**config.mk**
```make
export PLATFORM = sky130hd
export DESIGN_NAME = alu_wb_queue
export DESIGN_NICKNAME = d
export VERILOG_FILES = /design/src/rtl/alu_wb_queue.sv
export SDC_FILE = /design/constraint.sdc
export NUM_CORES = 1
export LEC_CHECK = 0
export CAP_MARGIN = 20
export CORE_MARGIN = 2
export CORE_UTILIZATION = 40
export CTS_CLUSTER_SIZE = 24
export DETAILED_ROUTE_END_ITERATION = 8
export GPL_TIMING_DRIVEN = 1
export PLACE_DENSITY = 0.6
export SYNTH_ARGS = -nofsm -noshare
export SYNTH_HDL_FRONTEND = slang
export SYNTH_SLANG_ARGS = --single-unit
export TNS_END_PERCENT = 10
```
**constraint.sdc**
```tcl
create_clock -name clk -period 7.15 [get_ports clk]
set_clock_uncertainty 0.2 [all_clocks]
set_input_delay 1.43 -clock clk [delete_from_list [all_inputs] [get_ports clk]]
set_output_delay 1.43 -clock clk [all_outputs]
set_load 0.01 [all_outputs]
```
**src/rtl/alu_wb_queue.sv**
```systemverilog
// ALU writeback queue: in-order FIFO of ALU results (result, ROB tag, dest preg,
// reg-write flag) that presents its oldest entry to the CDB arbiter and back-pressures
// the ALU through in_ready when full. Flush squashes every entry.
module alu_wb_queue #(
  parameter int unsigned DEPTH  = 4,
  parameter int unsigned DATA_W = 32,
  parameter int unsigned TAG_W  = 6,
  parameter int unsigned PREG_W = 7
) (
  input  logic                    clk,
  input  logic                    rst,
  input  logic                    valid_in,
  input  logic [DATA_W-1:0]       result_in,
  input  logic [TAG_W-1:0]        rob_tag_in,
  input  logic [PREG_W-1:0]       prd_in,
  input  logic                    reg_write_in,
  output logic                    in_ready,
  input  logic                    flush,
  output logic                    cdb_valid,
  input  logic                    cdb_grant,
  output logic [DATA_W-1:0]       cdb_result,
  output logic [TAG_W-1:0]        cdb_rob_tag,
  output logic [PREG_W-1:0]       cdb_prd,
  output logic                    cdb_reg_write,
  output logic [$clog2(DEPTH):0]  count
);

  localparam int unsigned PtrW = $clog2(DEPTH);
  localparam int unsigned CntW = PtrW + 1;
  localparam logic [CntW-1:0] Full = CntW'(DEPTH);

  logic [DATA_W-1:0] result_mem [DEPTH];
  logic [TAG_W-1:0]  tag_mem    [DEPTH];
  logic [PREG_W-1:0] prd_mem    [DEPTH];
  logic [DEPTH-1:0]  rw_mem;

  logic [DEPTH-1:0] vld_q, vld_d;
  logic [PtrW-1:0]  rd_ptr_q, rd_ptr_d;
  logic [PtrW-1:0]  wr_ptr_q, wr_ptr_d;
  logic [CntW-1:0]  count_q, count_d;
  logic             push, pop, head_vld;

  // Handshakes: no pass-through when full, and flush kills both sides of the cycle.
  assign in_ready  = (count_q != Full);
  assign cdb_valid = (count_q != '0);
  assign push      = valid_in & in_ready & ~flush;
  assign pop       = cdb_valid & cdb_grant & ~flush;
  assign head_vld  = cdb_valid & vld_q[rd_ptr_q];
  assign count     = count_q;

  // Head entry drives the CDB directly; data reads as zero when nothing is held.
  assign cdb_result    = head_vld ? result_mem[rd_ptr_q] : '0;
  assign cdb_rob_tag   = head_vld ? tag_mem[rd_ptr_q]    : '0;
  assign cdb_prd       = head_vld ? prd_mem[rd_ptr_q]    : '0;
  assign cdb_reg_write = head_vld & rw_mem[rd_ptr_q];

  // Next-state for pointers, occupancy and per-entry valid bits.
  always_comb begin
    rd_ptr_d = rd_ptr_q;
    wr_ptr_d = wr_ptr_q;
    count_d  = count_q;
    vld_d    = vld_q;
    if (flush) begin
      rd_ptr_d = '0;
      wr_ptr_d = '0;
      count_d  = '0;
      vld_d    = '0;
    end else begin
      // Push and pop never hit the same slot: that needs count==0 or count==DEPTH.
      if (push) begin
        wr_ptr_d        = wr_ptr_q + PtrW'(1);
        vld_d[wr_ptr_q] = 1'b1;
      end
      if (pop) begin
        rd_ptr_d        = rd_ptr_q + PtrW'(1);
        vld_d[rd_ptr_q] = 1'b0;
      end
      case ({push, pop})
        2'b10:   count_d = count_q + CntW'(1);
        2'b01:   count_d = count_q - CntW'(1);
        default: count_d = count_q;
      endcase
    end
  end

  // Control state with asynchronous active-low reset.
  always_ff @(posedge clk or negedge rst) begin
    if (!rst) begin
      rd_ptr_q <= '0;
      wr_ptr_q <= '0;
      count_q  <= '0;
      vld_q    <= '0;
    end else begin
      rd_ptr_q <= rd_ptr_d;
      wr_ptr_q <= wr_ptr_d;
      count_q  <= count_d;
      vld_q    <= vld_d;
    end
  end

  // Payload storage; never reset because outputs are gated by the valid bits.
  always_ff @(posedge clk) begin
    if (push) begin
      result_mem[wr_ptr_q] <= result_in;
      tag_mem[wr_ptr_q]    <= rob_tag_in;
      prd_mem[wr_ptr_q]    <= prd_in;
      rw_mem[wr_ptr_q]     <= reg_write_in;
    end
  end

endmodule
```
==> flow_summary_export.csv <==
group,metric,value,unit
status,outcome,"completed",
timing,fin_setup_tns,0,ns
placed_design,place_ws,2.356,ns
cts,numClockSinks,195,
route,antenna_left,0,
placed_design,dp_hpwl,8.648,mm
timing,fin_ws,2.242,ns
setup_path,r2r-start,"count[0]$_DFFE_PN0P_",
die,ioPinCount,102,
cts,cts_made_buffers,17,
setup_path,reg2reg_depth,8,
setup_path,rrSetupSlack,3.99,ns
final_layout,layout.nets,542,
timing,fmax,0.2038,GHz
timing,slew_viol_final,0,
hold_path,holdPathEnd,"wr_ptr_q[1]$_DFFE_PN0P_",
pwr,clkPwrFrac,36.3,%
setup_path,worst_setup_path_end_kind,"output port",
hold_path,hp-class,"flip-flop to flip-flop",
grt,grt_max_degree,52,
grt,grt_overflow,0,
placed_design,portBuffers,101,
pwr,power_frac_seq,51.7,%
final_layout,synthToLayoutAreaGrowth,23.18,%
route,drc_errors,0,
cts,postCtsSetupRepairBufs,0,
setup_path,crit_fanout,46,
setup_path,critPathLaunchType,"flip-flop",
pwr,leakage,3.219,nW
cts,hold_buffers,0,
route,via_per_inst,5.070,
grt,grt_pass1_wl,23.07,mm
logic_synthesis,syn-instance-count,381,
pwr,power_switching,0.5819,mW
die,start_util,40.53,%
hold_path,min_from,"wr_ptr_q[1]$_DFFE_PN0P_",
cts,clock-root-buffer,"clkbuf_16",
setup_path,critPathKind,"flip-flop to output port",
hold_path,hold_depth,2,
timing,slew_headroom,39.21,%
logic_synthesis,synth_nets,441,
route,drtIter0Drc,164,
logic_synthesis,ys_seq_area_share,74.02,%
route,num_vias,3858,
cts,clock_latency,0.42,ns
cts,clkTransAtPathRegs,0.07,ns
final_layout,finish.utilization,49.93,%
logic_synthesis,yosysTopAreaCell,"edfxtp_1",
logic_synthesis,async_flop_share,5.641,%
logic_synthesis,synth_area_leaders,"edfxtp_1 71%, mux4_2 13%, and3_1 3.7%, dfrtp_1 3.5%, ha_1 1.3%",
die,dieHeight,144.0,µm
setup_path,required,5.52,ns
final_layout,final_layout_size_suffix_gt1_share,18.79,%
timing,hold_viol_final,0,
grt,antenna_found_initial,1,
die,rows,51,
grt,track_usage,15.36,%
pwr,p_comb_share,12.1,%
pwr,switching_share,22.82,%
logic_synthesis,postSynthRegisterBits,195,
timing,min_period,4.908,ns
pwr,ir_drop,177.6,µV
logic_synthesis,yosys.cell_types.count,37,
logic_synthesis,syn_area_per_cell,20.57,µm²
logic_synthesis,ys.flop_type,"edfxtp_1",
timing,setup_viol,0,
run,cap_violations,0,
cts,tritoncts,"done",
die,dieArea,20730,µm²
die,dieWidth,144.0,µm
pwr,p_total,2.551,mW
timing,tightestPinTransition,0.9118,ns
timing,rsz0062_at_grt,"false",
pwr,power.density,264.2,nW/µm²
die,core,19330,µm²
route,first_pass_iters,4,
setup_path,timing.rr.end,"count[1]$_DFFE_PN0P_",
cts,cts_resized,0,
grt,first_global_vias,4066,
pwr,p_int,1.969,mW
timing,post-route-period-util,68.64,%
logic_synthesis,netlist.area_leader.share,70.51,%
route,wl_per_cell,19.80,µm
final_layout,n_fill_cell,1598,
route,routed_wl,15.07,mm
placed_design,gp_congestion,0.7122,
logic_synthesis,syn-cell-area,7836,µm²
cts,clockBufferDepth,2,
logic_synthesis,ys_warn_count,0,
setup_path,cp_data_arrival_time,3.28,ns
logic_synthesis,synth_edf_count,184,
cts,htree_levels,4,
## stage by stage
stage | hold WS, ns | instances | cell area (µm²)
after global placement | 0.3612 | 727 | 9044
final | 0.4104 | 761 | 9653
after CTS | 0.4134 | 759 | 9623
after global routing | 0.4381 | 760 | 9651
after detailed placement | 0.3980 | 727 | 9044
after floorplan | 0.3382 | 381 | 7836
## area by class of cell
class / count / area [µm²] / share of cell area (%)
Clock buffer: 17 / 425.4 / 4.407
Clock inverter: 15 / 153.9 / 1.594
Antenna cell: 1 / 2.502 / 0.02592
Inverter: 5 / 18.77 / 0.1944
Timing Repair Buffer: 107 / 1076 / 11.15
Tap cell: 265 / 331.6 / 3.435
Multi-Input combinational cell: 156 / 1839 / 19.05
Sequential cell: 195 / 5806 / 60.14
## routing by layer
metal	up-vias	wire, µm	global-route usage [%]
met2	100	7436	25.09
met5	-	0	0
li1	1757	-	-
met4	0	153	4.283
met3	14	933	4.732
met1	1987	6544	20.07
## power groups by stage
stage | logic (mW) | clock network, mW | registers, mW
after floorplan | 0.204 | 0 | 1.33
after global placement | 0.287 | 0 | 1.36
after detailed placement | 0.293 | 0 | 1.36
after CTS | 0.294 | 0.949 | 1.33
after global routing | 0.335 | 0.992 | 1.32
final | 0.308 | 0.925 | 1.32
## state kept, by name, summed over array words and instances, names as in the netlist
name / cells
count: 3
wr_ptr_q: 2
result_mem: 128
prd_mem: 28
rw_mem: 4
vld_q: 4
tag_mem: 24
rd_ptr_q: 2
## cell usage in the layout, fill, tap and decap left out, drive strengths merged, types with 7 or more instances in the layout
master | synthesis | final
a21oi | 10 | 10
and3 | 46 | 46
clkbuf | 12 | 17
clkdlybuf4s50 | 0 | 101
dfrtp | 11 | 11
edfxtp | 184 | 184
ha | 8 | 8
inv | 5 | 11
mux4 | 47 | 47
nor2 | 7 | 7
## worst max-delay path, stage by stage (launching register included)
cell             delay [ns]
dfrtp_4                0.71
buf_16                 0.30
mux4_2                 0.95
and3_1                 0.37
clkdlybuf4s50_1        0.49
## worst max-delay path by stage
| stage | from | end | slack, ns | depth (start not counted) |
|---|---|---|---|---|
| after floorplan | valid_in | prd_mem[0][0]$_DFFE_PP_ | 3.46 | 3 |
| after global routing | rd_ptr_q[0]$_DFFE_PN0P_ | cdb_result[2] | 2.04 | 4 |
| after detailed placement | rd_ptr_q[0]$_DFFE_PN0P_ | cdb_result[2] | 2.36 | 3 |
| final | rd_ptr_q[0]$_DFFE_PN0P_ | cdb_rob_tag[4] | 2.24 | 4 |
| after CTS | rd_ptr_q[0]$_DFFE_PN0P_ | cdb_result[2] | 1.89 | 3 |
| after global placement | rd_ptr_q[0]$_DFFE_PN0P_ | cdb_result[2] | 2.39 | 3 |
## cells by family (layout without fill, tap and decap cells)
group | Yosys count | in the layout | share of synthesized area [%]
flops | 195 | 195 | 74.02
simple gates | 73 | 73 | 5.652
mux | 48 | 48 | 13.78
buf+inv | 30 | 144 | 2.570
compound gates | 23 | 23 | 2.108
fa+ha+maj | 9 | 9 | 1.533
xor+xnor | 3 | 3 | 0.3354
other cells | 0 | 1 | 0
## Yosys cell counts (2+ instances only)
| cell | n |
|---|---|
| a211oi_2 | 4 |
| a21oi_1 | 10 |
| a31oi_1 | 2 |
| and2_1 | 5 |
| and3_1 | 46 |
| buf_12 | 3 |
| buf_2 | 5 |
| buf_4 | 2 |
| buf_6 | 3 |
| clkbuf_1 | 9 |
| clkbuf_2 | 3 |
| dfrtp_1 | 11 |
| edfxtp_1 | 184 |
| ha_1 | 8 |
| inv_1 | 5 |
| mux4_1 | 3 |
| mux4_2 | 44 |
| nand2_1 | 2 |
| nand2b_1 | 3 |
| nand3b_1 | 3 |
| nor2_1 | 7 |
| nor3_1 | 2 |
| o21ai_0 | 2 |
| xnor2_1 | 2 |
Note: power is estimated with default switching activity, not from simulation.
